### src/rtl/alu_pkg.sv
// rtl/alu_pkg.sv - opcode encoding shared by the ALU datapath, top and bench
package alu_pkg;

  localparam int OP_W = 3;

  typedef enum logic [OP_W-1:0] {
    OP_PASSA = 3'b000,
    OP_ADD   = 3'b001,
    OP_SUB   = 3'b010,
    OP_AND   = 3'b011,
    OP_OR    = 3'b100,
    OP_XOR   = 3'b101,
    OP_NOT   = 3'b110,
    OP_PASSB = 3'b111
  } op_e;

endpackage

### src/rtl/alu_8b_datapath.sv
// rtl/alu_8b_datapath.sv - combinational next result and (ALU8B_FLAGS_EN) next flags
module alu_8b_datapath
  import alu_pkg::*;
#(
  parameter int N = 8
) (
  input  logic [N-1:0]    a,
  input  logic [N-1:0]    b,
  input  logic [OP_W-1:0] op,
  output logic [N-1:0]    result
`ifdef ALU8B_FLAGS_EN
  ,
  output logic            zero_nxt,
  output logic            carry_nxt,
  output logic            ovf_nxt
`endif
);

  // One extra bit on both adders so the MSB is the carry-out.
  logic [N:0] sum_w;
  logic [N:0] diff_w;

  assign sum_w  = {1'b0, a} + {1'b0, b};
  // Subtract as a + ~b + 1; carry-out set means no borrow.
  assign diff_w = {1'b0, a} + {1'b0, ~b} + {{N{1'b0}}, 1'b1};

  // Result mux; unknown opcodes fall back to passing the accumulator through.
  always_comb begin
    result = a;
    case (op_e'(op))
      OP_PASSA: result = a;
      OP_ADD:   result = sum_w[N-1:0];
      OP_SUB:   result = diff_w[N-1:0];
      OP_AND:   result = a & b;
      OP_OR:    result = a | b;
      OP_XOR:   result = a ^ b;
      OP_NOT:   result = ~a;
      OP_PASSB: result = b;
      default:  result = a;
    endcase
  end

`ifdef ALU8B_FLAGS_EN
  // Flags: carry/ovf only meaningful for ADD and SUB, zero for every op.
  always_comb begin
    zero_nxt  = (result == '0);
    carry_nxt = 1'b0;
    ovf_nxt   = 1'b0;
    case (op_e'(op))
      OP_ADD: begin
        carry_nxt = sum_w[N];
        ovf_nxt   = (a[N-1] == b[N-1]) && (sum_w[N-1] != a[N-1]);
      end
      OP_SUB: begin
        carry_nxt = ~diff_w[N];
        ovf_nxt   = (a[N-1] != b[N-1]) && (diff_w[N-1] != a[N-1]);
      end
      default: begin
        carry_nxt = 1'b0;
        ovf_nxt   = 1'b0;
      end
    endcase
  end
`else
  logic unused_carry;
  assign unused_carry = sum_w[N] ^ diff_w[N];
`endif

endmodule

### src/rtl/alu_8b.sv
// rtl/alu_8b.sv - registered accumulator ALU top; ALU8B_FLAGS_EN adds zero/carry/ovf
module alu_8b
  import alu_pkg::*;
#(
  parameter int N = 8
) (
  input  logic            clk,
  input  logic            rst_n,
  input  logic [N-1:0]    data,
  input  logic [N-1:0]    accum,
  input  logic [OP_W-1:0] op,
  output logic [N-1:0]    out
`ifdef ALU8B_FLAGS_EN
  ,
  output logic            zero,
  output logic            carry,
  output logic            ovf
`endif
);

  logic [N-1:0] result;

`ifdef ALU8B_FLAGS_EN
  logic zero_nxt;
  logic carry_nxt;
  logic ovf_nxt;
`endif

  alu_8b_datapath #(.N(N)) u_datapath (
    .a        (accum),
    .b        (data),
    .op       (op),
    .result   (result)
`ifdef ALU8B_FLAGS_EN
    ,
    .zero_nxt (zero_nxt),
    .carry_nxt(carry_nxt),
    .ovf_nxt  (ovf_nxt)
`endif
  );

  // Result register, cleared immediately on reset.
  always_ff @(posedge clk or negedge rst_n) begin
    if (!rst_n) out <= '0;
    else        out <= result;
  end

`ifdef ALU8B_FLAGS_EN
  // Flag registers; zero resets high to match the cleared result.
  always_ff @(posedge clk or negedge rst_n) begin
    if (!rst_n) begin
      zero  <= 1'b1;
      carry <= 1'b0;
      ovf   <= 1'b0;
    end else begin
      zero  <= zero_nxt;
      carry <= carry_nxt;
      ovf   <= ovf_nxt;
    end
  end
`endif

endmodule

### config.mk
export PLATFORM = sky130hd
export DESIGN_NAME = alu_8b
export DESIGN_NICKNAME = d
export VERILOG_FILES = /design/src/rtl/alu_pkg.sv /design/src/rtl/alu_8b_datapath.sv /design/src/rtl/alu_8b.sv
export SDC_FILE = /design/constraint.sdc
export NUM_CORES = 1
export LEC_CHECK = 0
export ABC_CLOCK_PERIOD_IN_PS = 800
export BUFFER_PORTS_ARGS = -buffer_cell sky130_fd_sc_hd__buf_2
export CORE_UTILIZATION = 60
export DETAILED_ROUTE_END_ITERATION = 16
export PLACE_DENSITY_LB_ADDON = 0.12
export SETUP_SLACK_MARGIN = 0.2
export SLEW_MARGIN = 30
export SYNTH_ARGS = -nofsm -noshare
export SYNTH_HDL_FRONTEND = slang
export SYNTH_SLANG_ARGS = --single-unit
### constraint.sdc
create_clock -name clk -period 0.8 [get_ports clk]
set_input_delay 0.12 -clock clk [delete_from_list [all_inputs] [get_ports clk]]
set_output_delay 0.12 -clock clk [all_outputs]
set_load 0.005 [all_outputs]
==> results.json, run 1 <==
{
  "synth_warnings": 0,
  "status": "aborted with a tool error",
  "synth-adder-area-share_pct": 21.6,
  "syn-num-nets": 232,
  "die_h_um": 52.3,
  "post-synth-top-area-fraction_pct": 19.0,
  "synth-compound-area-share_pct": 28.3,
  "rows": 17,
  "htree_num_levels": 1,
  "post_cts_buffers": 6,
  "synth_mux_area_share_pct": 7.27,
  "synth_ff_type": "dfrtp_1",
  "run.stop_error": "[ERROR DPL-0038] Utilization greater than 100%, impossible to legalize",
  "cts-hold-fix-buffers": 1,
  "synthTopCellsByArea": "ha_1 19%, dfrtp_1 13%, a21oi_1 6.3%",
  "synth_xor_area_share_pct": 4.62,
  "synth_area_leader_cell": "ha_1",
  "dp_hpwl_mm": 4.24,
  "synth_area_mm2": 0.00152,
  "gp_congestion": 0.973,
  "yosysSeqAreaShare_pct": 13.2,
  "synth_seq_cells": 8,
  "cts_made_buffers": 3,
  "portBuffers": 28,
  "syn_area_per_cell_um2": 8.15,
  "clock-sinks": 8,
  "yosys.area_share.simple_pct": 12.9,
  "start_util_pct": 66.0,
  "clockBufferDepth": 2,
  "syn_inst": 186,
  "synth_top_family_by_area": "compound AO/OA/AOI/OAI gates",
  "yosysUniqueCellTypes": 49,
  "stop_stage": "clock tree synthesis",
  "synth_edf_count": 0,
  "die_w_um": 52.3,
  "async_reset_ff_share_pct": 100,
  "placed_area_mm2": 0.00210,
  "io_pins": 29,
  "clockRootBuffer": "clkbuf_4",
  "ctsResizeCount": 58
}
[synthesized netlist by cell type (5+ instances only)]
cell type   n
a21oi_1    19
buf_6       5
dfrtp_1     8
ha_1       23
inv_1      24
nand2_1    13
nor2_1     10
o21ai_0     5
[per-stage QoR]
step	hold WS, ps	TNS, ps	std cells	setup slack (ps)
detailed placement	-23.7	-7140	278	-1150
floorplan	-176	-4010	186	-637
global placement	-37.3	-6510	278	-947
[logic make-up after synthesis]
family                     count (synthesis)
AOI/OAI and AO/OA                         60
xor gates and xnor gates                   8
adders and majority gates                 25
buffers and inverters                     36
DFF                                        8
muxes                                      8
and+or+nand+nor                           41
==> run 2: changes to the inputs <==
--- a/config.mk
+++ b/config.mk
@@ -7,10 +7,9 @@
 export LEC_CHECK = 0
 export ABC_CLOCK_PERIOD_IN_PS = 800
 export BUFFER_PORTS_ARGS = -buffer_cell sky130_fd_sc_hd__buf_2
-export CORE_UTILIZATION = 60
+export CORE_UTILIZATION = 40
 export DETAILED_ROUTE_END_ITERATION = 16
-export PLACE_DENSITY_LB_ADDON = 0.12
-export SETUP_SLACK_MARGIN = 0.2
+export PLACE_DENSITY_LB_ADDON = 0.15
 export SLEW_MARGIN = 30
 export SYNTH_ARGS = -nofsm -noshare
 export SYNTH_HDL_FRONTEND = slang
==> results.json, run 2 <==
{
  "fin_ws_ps": -714,
  "synth-adder-area-share_pct": 21.6,
  "synth_ff_type": "dfrtp_1",
  "clock-sinks": 8,
  "fmax_ghz": 0.660,
  "die_w_um": 63.5,
  "yosysUniqueCellTypes": 49,
  "largest_reg_flops": 8,
  "start_util_pct": 43.7,
  "post-synth-top-area-fraction_pct": 19.0,
  "nNetsFinal": 325,
  "reg.largest.list": "out: 8 flops",
  "globalRouteOverflowTotal": 0,
  "critical_path.cell_chain": "buf_12, inv_16, ha_4, fa_2, o21bai_2, a21oi_4, xnor2_2, a211oi_2, o22a_1",
  "route.detailed.drc": 0,
  "io_pins": 29,
  "yosys.area_share.simple_pct": 12.9,
  "coreArea_mm2": 0.00347,
  "grt_pass1_vias": 1814,
  "syn_area_per_cell_um2": 8.15,
  "routed_wl_mm": 5.57,
  "maxCapViolations": 0,
  "period_share_pct": 189,
  "async_reset_ff_share_pct": 100,
  "final_util_pct": 75.4,
  "syn-num-nets": 232,
  "drtIter0Drc": 127,
  "synth_edf_count": 0,
  "seqPwrFrac_pct": 18.1,
  "cp_max_fo": 3,
  "p_clk_share_pct": 20.1,
  "layout_common_cells": "63 x buf_4, 20 x buf_2, 15 x ha_1",
  "final-hold-violation-count": 0,
  "synth_area_leader_cell": "ha_1",
  "synth_area_mm2": 0.00152,
  "antenna_found_initial": 0,
  "die_h_um": 63.5,
  "ir_drop_uv": 497,
  "wl_per_cell_um": 17.2,
  "fin_crit_ps": 1510,
  "rows": 21,
  "p_leak_nw": 1.22,
  "synth_warnings": 0,
  "synthTopCellsByArea": "ha_1 19%, dfrtp_1 13%, a21oi_1 6.3%",
  "mostFrequentLayoutCell": "buf_4",
  "worstPathRequired_ps": 990,
  "layout-drive-gt1-share_pct": 57.4,
  "drt_first_pass_iters": 4,
  "status": "finished with violations",
  "holdCritPathClass": "input pin to register",
  "gp_congestion": 0.837,
  "synth_xor_area_share_pct": 4.62,
  "p_sw_share_pct": 38.1,
  "vias_per_cell": 5.61,
  "htree_num_levels": 1,
  "postRouteAntennaNets": 0,
  "tns_ps": -4810,
  "synth_seq_cells": 8,
  "slowest_stage": "fa_2",
  "regMostFlops": "out",
  "synth-compound-area-share_pct": 28.3,
  "grt_setup_unrepaired": "true",
  "clockBufferDepth": 2,
  "slew_violations": 0,
  "placed_area_mm2": 0.00222,
  "clockRootBuffer": "clkbuf_8",
  "cts_tree": "done",
  "cellPowerDensity_mw_per_mm2": 1010,
  "cp-startpoint": "accum[0]",
  "synth_top_family_by_area": "compound AO/OA/AOI/OAI gates",
  "max_stage_delay_ps": 360,
  "timing.critical_path.arrival_ps": 1700,
  "crit_path_end_kind": "register",
  "fin_total_pwr_mw": 2.65,
  "dp_hpwl_mm": 3.84,
  "hold_slack_ps": 244,
  "syn_inst": 186,
  "combPwrFrac_pct": 61.8,
  "grt_start_max_net_pins": 10,
  "synth_mux_area_share_pct": 7.27,
  "tightest_slew_ps": 478,
  "critPathLaunchType": "input pin",
  "cts_made_buffers": 3,
  "portBuffers": 28,
  "grt_pass1_wl_mm": 8.16,
  "relSlewSlack_pct": 68.1,
  "grt_usage_pct": 26.3,
  "p_switching_mw": 1.01,
  "finish.instance_area_mm2": 0.00261,
  "power.internal_mw": 1.64,
  "area_growth_pct": 72.5,
  "clk_pin_slew_ps": 40,
  "synth.most_common_cell": "inv_1",
  "vias": 1812,
  "min_from": "accum[7]",
  "setup_viol": 16,
  "synthTopCellsByCount": "24 x inv_1, 23 x ha_1, 19 x a21oi_1",
  "yosysSeqAreaShare_pct": 13.2,
  "worstSetupPathType": "input pin to register",
  "violations": "negative setup slack",
  "diodes": 0,
  "dieArea_mm2": 0.00404
}
## run 2: cell counts after synthesis
Identical to the previous run, type by type.
## run 2: path summary, 6_finish.rpt
kind                       depth (start not counted)          endpoint  slack, ps
worst max-delay path                               9  out[4]$_DFF_PN0_       -710
worst min-delay path                               4  out[7]$_DFF_PN0_        240
max in group asynchronous                          2  out[6]$_DFF_PN0_        370
min in group asynchronous                          2  out[1]$_DFF_PN0_        250
## run 2: logic make-up (layout without fill, tap and decap cells)
group,Yosys count,count (layout)
flops,8,8
xor+xnor,8,8
buf+inv,36,127
compound gates,60,60
simple gates,41,41
mux,8,8
fa+ha+maj,25,25
## run 2: through the flow
step                std cells  worst slack [ps]
finish                    323              -714
global route              323              -784
CTS                       319              -624
detailed placement        308             -1010
global placement          308              -952
floorplan                 186              -637
## run 2: area by class of cell
class	instances	area, um2
Clock buffer	3	41.3
Fill cell	257	855
Inverter	25	143
Multi-Input combinational cell	142	1400
Sequential cell	8	200
Tap cell	46	57.6
Timing Repair Buffer	99	777
## run 2: layer usage
metal,vias to the layer above,GRT usage [%],share of wire [%]
li1,838,-,-
met1,852,28.8,38
met2,85,46.5,51
met3,37,5.07,6.2
met4,0,15.1,5.2
met5,-,0,0
## run 2: power by group through the flow
stage / logic (mW) / registers (mW) / clock network (mW)
global placement: 1.24 / 0.484 / 0
CTS: 1.41 / 0.479 / 0.516
finish: 1.64 / 0.478 / 0.532
global route: 1.74 / 0.481 / 0.533
detailed placement: 1.29 / 0.485 / 0
floorplan: 0.736 / 0.493 / 0
## run 2: critical path, delay by kind of cell
kind,cells,cell delay [ps]
adders and majority gates,2,510
AOI/OAI and AO/OA,4,750
buffers and inverters,2,140
xor gates and xnor gates,1,170
## run 2: repair_timing
action,in CTS,in global routing
buffers inserted,8,5
setup endpoints to repair,16,16
hold endpoints to repair,8,0
gates cloned,0,0
gates resized for setup,30,34
hold buffers,1,0
pin swaps,27,23
No activity file was read; power rests on OpenSTA's default activity.
==> run 3: changes to the inputs <==
--- a/config.mk
+++ b/config.mk
@@ -10,6 +10,8 @@
 export CORE_UTILIZATION = 40
 export DETAILED_ROUTE_END_ITERATION = 16
 export PLACE_DENSITY_LB_ADDON = 0.15
+export RECOVER_POWER = 25
+export SETUP_SLACK_MARGIN = 0.02
 export SLEW_MARGIN = 30
 export SYNTH_ARGS = -nofsm -noshare
 export SYNTH_HDL_FRONTEND = slang
==> results.json, run 3 (same netlist as run 2, synthesis figures left out) <==
{
  "hold_slack_ps": 243,
  "reg.largest.list": "out: 8 flops",
  "period_share_pct": 190,
  "rows": 21,
  "die_w_um": 63.5,
  "area.sequential_um2": 200,
  "seqPwrFrac_pct": 18.1,
  "largest_reg_flops": 8,
  "combPwrFrac_pct": 61.8,
  "clockRootBuffer": "clkbuf_8",
  "clock-sinks": 8,
  "clk_pin_slew_ps": 40,
  "layout-drive-gt1-share_pct": 57.0,
  "fin_cells": 323,
  "fillers": 258,
  "grt_setup_unrepaired": "true",
  "route.detailed.drc": 0,
  "setup_viol": 16,
  "crit_path_end_kind": "register",
  "hold_depth": 4,
  "ir_drop_uv": 496,
  "power.internal_mw": 1.64,
  "grt_pass1_vias": 1814,
  "portBuffers": 28,
  "pre_cts_ws_ps": -1010,
  "p_sw_share_pct": 38.1,
  "relSlewSlack_pct": 67.9,
  "grt_pass1_wl_mm": 8.16,
  "dp_hpwl_mm": 3.84,
  "htree_num_levels": 1,
  "use_met3_pct": 5.07,
  "vias_per_cell": 5.61,
  "diodes": 0,
  "routed_wl_mm": 5.57,
  "globalRouteOverflowTotal": 0,
  "final-hold-violation-count": 0,
  "coreArea_mm2": 0.00347,
  "nNetsFinal": 325,
  "die_h_um": 63.5,
  "met1_usage_pct": 28.8,
  "io_pins": 29,
  "worstPathRequired_ps": 990,
  "cts_tree": "done",
  "grt_usage_pct": 26.3,
  "maxCapViolations": 0,
  "grt_use_met2_pct": 46.5,
  "antenna_found_initial": 0,
  "grt_start_max_net_pins": 10,
  "wl_per_cell_um": 17.2,
  "regMostFlops": "out",
  "critPathLaunchType": "input pin",
  "fin_ws_ps": -717,
  "mostFrequentLayoutCell": "buf_4",
  "cp_max_fo": 3,
  "postRouteAntennaNets": 0,
  "area_growth_pct": 72.4,
  "p_switching_mw": 1.01,
  "vias": 1813,
  "violations": "negative setup slack",
  "cts_made_buffers": 3,
  "holdCritPathClass": "input pin to register",
  "fmax_ghz": 0.659,
  "tightest_slew_ps": 480,
  "dieArea_mm2": 0.00404,
  "place_inst": 308,
  "fin_crit_ps": 1520,
  "gp_congestion": 0.837,
  "start_util_pct": 43.7,
  "timing.critical_path.arrival_ps": 1700,
  "busiest_layer": "met2",
  "tns_ps": -4770,
  "drt_first_pass_iters": 4,
  "worstSetupPathType": "input pin to register",
  "drtIter0Drc": 127,
  "p_leak_nw": 1.21,
  "status": "finished with violations",
  "slew_violations": 0,
  "p_clk_share_pct": 20.2,
  "multiInputGateArea_mm2": 0.00140,
  "layout_common_cells": "63 x buf_4, 19 x buf_2, 15 x ha_1",
  "clockBufferDepth": 2,
  "cellPowerDensity_mw_per_mm2": 1010
}
-- run 3: area by class of cell --
class | instances | area share [%]
Multi-Input combinational cell | 142 | 53.4
Clock buffer | 3 | 1.58
Sequential cell | 8 | 7.66
Timing Repair Buffer | 99 | 29.7
Inverter | 25 | 5.46
Tap cell | 46 | 2.20
-- run 3: what timing repair did --
action	CTS	global route
buffers inserted	8	5
pin swaps	27	23
hold buffers	1	0
resized for setup	30	34
endpoints found under the setup margin	16	16
endpoints found under the hold margin	8	0
-- run 3: through the flow --
step | util, % | power [mW] | cell area [um2]
3_3_place_gp | 63.9 | 1.72 | 2220
2_1_floorplan | - | 1.23 | 1670
4_1_cts | 70.0 | 2.41 | 2430
6_report | 75.3 | 2.65 | 2610
3_5_place_dp | 63.9 | 1.77 | 2220
5_1_grt | 75.3 | 2.76 | 2610
-- run 3: power by group through the flow --
stage,Sequential (mW),Clock (mW),Combinational [mW]
after floorplan,0.493,0,0.736
after global placement,0.484,0,1.24
after detailed placement,0.485,0,1.29
after CTS,0.479,0.516,1.41
after global routing,0.481,0.533,1.74
final,0.478,0.533,1.63
-- run 3: critical path, cell delays in order --
cell and delay (ps):
buf_12 110, inv_16 30, ha_4 150, fa_2 360
o21bai_2 200, a21oi_4 100, xnor2_2 170, a211oi_2 270
o22a_1 180
-- run 3: final timing paths --
| kind | startpoint | endpoint |
|---|---|---|
| hold / removal | accum[7] | out[7]$_DFF_PN0_ |
| max in group asynchronous | rst_n | out[6]$_DFF_PN0_ |
| setup / recovery | accum[0] | out[4]$_DFF_PN0_ |
| min in group asynchronous | rst_n | out[1]$_DFF_PN0_ |
-- run 3: per-layer routing --
| metal | wire (um) | part of all wire (%) |
|---|---|---|
| met1 | 2090 | 37 |
| met2 | 2850 | 51 |
| met3 | 348 | 6.3 |
| met4 | 286 | 5.1 |
| met5 | 0 | 0 |
==> run 4: changes to the inputs <==
--- a/config.mk
+++ b/config.mk
@@ -9,7 +9,7 @@
 export BUFFER_PORTS_ARGS = -buffer_cell sky130_fd_sc_hd__buf_2
 export CORE_UTILIZATION = 40
 export DETAILED_ROUTE_END_ITERATION = 16
-export PLACE_DENSITY_LB_ADDON = 0.15
+export PLACE_DENSITY = 0.58
 export RECOVER_POWER = 25
 export SETUP_SLACK_MARGIN = 0.02
 export SLEW_MARGIN = 30
==> results.json, run 4 (same netlist as run 2, synthesis figures left out) <==
{
  "crit_buf_inv": 1,
  "start_util_pct": 43.7,
  "p_leak_nw": 1.20,
  "crit_top_cell": "a21oi_1",
  "worstSetupPathType": "input pin to register",
  "route.detailed.drc": 0,
  "critical_path.cell_chain": "buf_12, ha_4, fa_2, xor2_1, mux2i_1, a21oi_1, a222oi_1, a21oi_1",
  "vias_per_cell": 5.41,
  "postRouteAntennaNets": 0,
  "dieArea_mm2": 0.00404,
  "holdCritPathClass": "input pin to register",
  "violations": "negative setup slack",
  "clock-sinks": 8,
  "layout_common_cells": "58 x buf_4, 16 x buf_2, 14 x ha_1",
  "worstPathRequired_ps": 900,
  "nNetsFinal": 320,
  "rows": 21,
  "setup_viol": 16,
  "max_stage_delay_ps": 370,
  "period_share_pct": 183,
  "relSlewSlack_pct": 65.0,
  "cellPowerDensity_mw_per_mm2": 980,
  "timing.critical_path.arrival_ps": 1560,
  "final-hold-violation-count": 0,
  "slew_violations": 0,
  "routed_wl_mm": 5.15,
  "clockRootBuffer": "clkbuf_8",
  "tightest_slew_ps": 523,
  "portBuffers": 28,
  "grt_start_max_net_pins": 12,
  "largest_reg_flops": 8,
  "fillers": 253,
  "gp_congestion": 0.860,
  "reg.largest.list": "out: 8 flops",
  "drt_first_pass_iters": 6,
  "clockBufferDepth": 2,
  "layout-drive-gt1-share_pct": 54.4,
  "io_pins": 29,
  "fmax_ghz": 0.685,
  "ir_drop_uv": 421,
  "grt_pass1_vias": 1738,
  "pre_cts_ws_ps": -974,
  "die_w_um": 63.5,
  "maxCapViolations": 0,
  "globalRouteOverflowTotal": 0,
  "fin_crit_ps": 1460,
  "regMostFlops": "out",
  "cp_max_fo": 3,
  "fin_ws_ps": -661,
  "htree_num_levels": 1,
  "grt_pass1_wl_mm": 8.02,
  "area_growth_pct": 73.7,
  "diodes": 0,
  "vias": 1720,
  "cts_tree": "done",
  "coreArea_mm2": 0.00347,
  "grt_setup_unrepaired": "true",
  "grt_usage_pct": 25.3,
  "critical-path-top-delay-family": "adder cells",
  "place_inst": 307,
  "critPathLaunchType": "input pin",
  "fin_cells": 318,
  "antenna_found_initial": 0,
  "die_h_um": 63.5,
  "cts_made_buffers": 3,
  "clk_pin_slew_ps": 40,
  "status": "finished with violations",
  "slowest_stage": "fa_2",
  "dp_hpwl_mm": 3.80,
  "mostFrequentLayoutCell": "buf_4",
  "wl_per_cell_um": 16.2,
  "drtIter0Drc": 73,
  "crit_path_end_kind": "register"
}
[run 4: cell type report]
class	count	area [um2]	area share, %
Inverter	25	145	5.51
Sequential cell	8	200	7.60
Clock buffer	3	41.3	1.57
Timing Repair Buffer	94	774	29.4
Multi-Input combinational cell	142	1410	53.7
Tap cell	46	57.6	2.19
[run 4: path summary, 6_finish.rpt]
kind / from / to / slack, ps / cells after the start
max: accum[0] / out[2]$_DFF_PN0_ / -660 / 8
min: accum[7] / out[7]$_DFF_PN0_ / 250 / 4
max in group asynchronous: rst_n / out[4]$_DFF_PN0_ / 130 / 2
min in group asynchronous: rst_n / out[3]$_DFF_PN0_ / 350 / 2
[run 4: repair_timing]
item / in CTS / in global routing
hold buffers: 1 / 0
gates resized for setup: 34 / 32
pin swaps: 25 / 26
endpoints found under the setup margin: 16 / 16
endpoints found under the hold margin: 8 / 0
setup buffers: 3 / 4
[run 4: through the flow]
stage | area [um2] | power [mW] | utilization (%) | setup TNS, ps | hold WS, ps
6_report | 2630 | 2.58 | 75.9 | -4270 | 252
5_1_grt | 2630 | 2.73 | 75.9 | -4880 | 275
4_1_cts | 2430 | 2.39 | 70.2 | -4300 | 252
3_5_place_dp | 2230 | 1.78 | 64.4 | -6940 | -29.0
3_3_place_gp | 2230 | 1.74 | 64.4 | -6730 | -33.6
2_1_floorplan | 1670 | 1.23 | - | -4010 | -176
[run 4: report_power, final]
part           total [mW]  internal [mW]  switching [mW]
clock               0.500          0.327           0.173
combinational        1.60          0.844           0.757
sequential          0.479          0.464          0.0155
total                2.58           1.63           0.945
[run 4: layer usage]
layer / wire, um / share of wire (%) / vias up / global-route usage (%)
met2: 2700 / 52 / 55 / 46.0
met3: 269 / 5.2 / 11 / 2.17
li1: - / - / 827 / -
met4: 87 / 1.7 / 0 / 8.24
met1: 2090 / 41 / 827 / 30.7
met5: 0 / 0 / - / 0
[run 4: tightest hold or removal path: cells and delay by family]
kind | cells | cell delay [ps]
buf+inv | 2 | 200
compound gates | 2 | 120
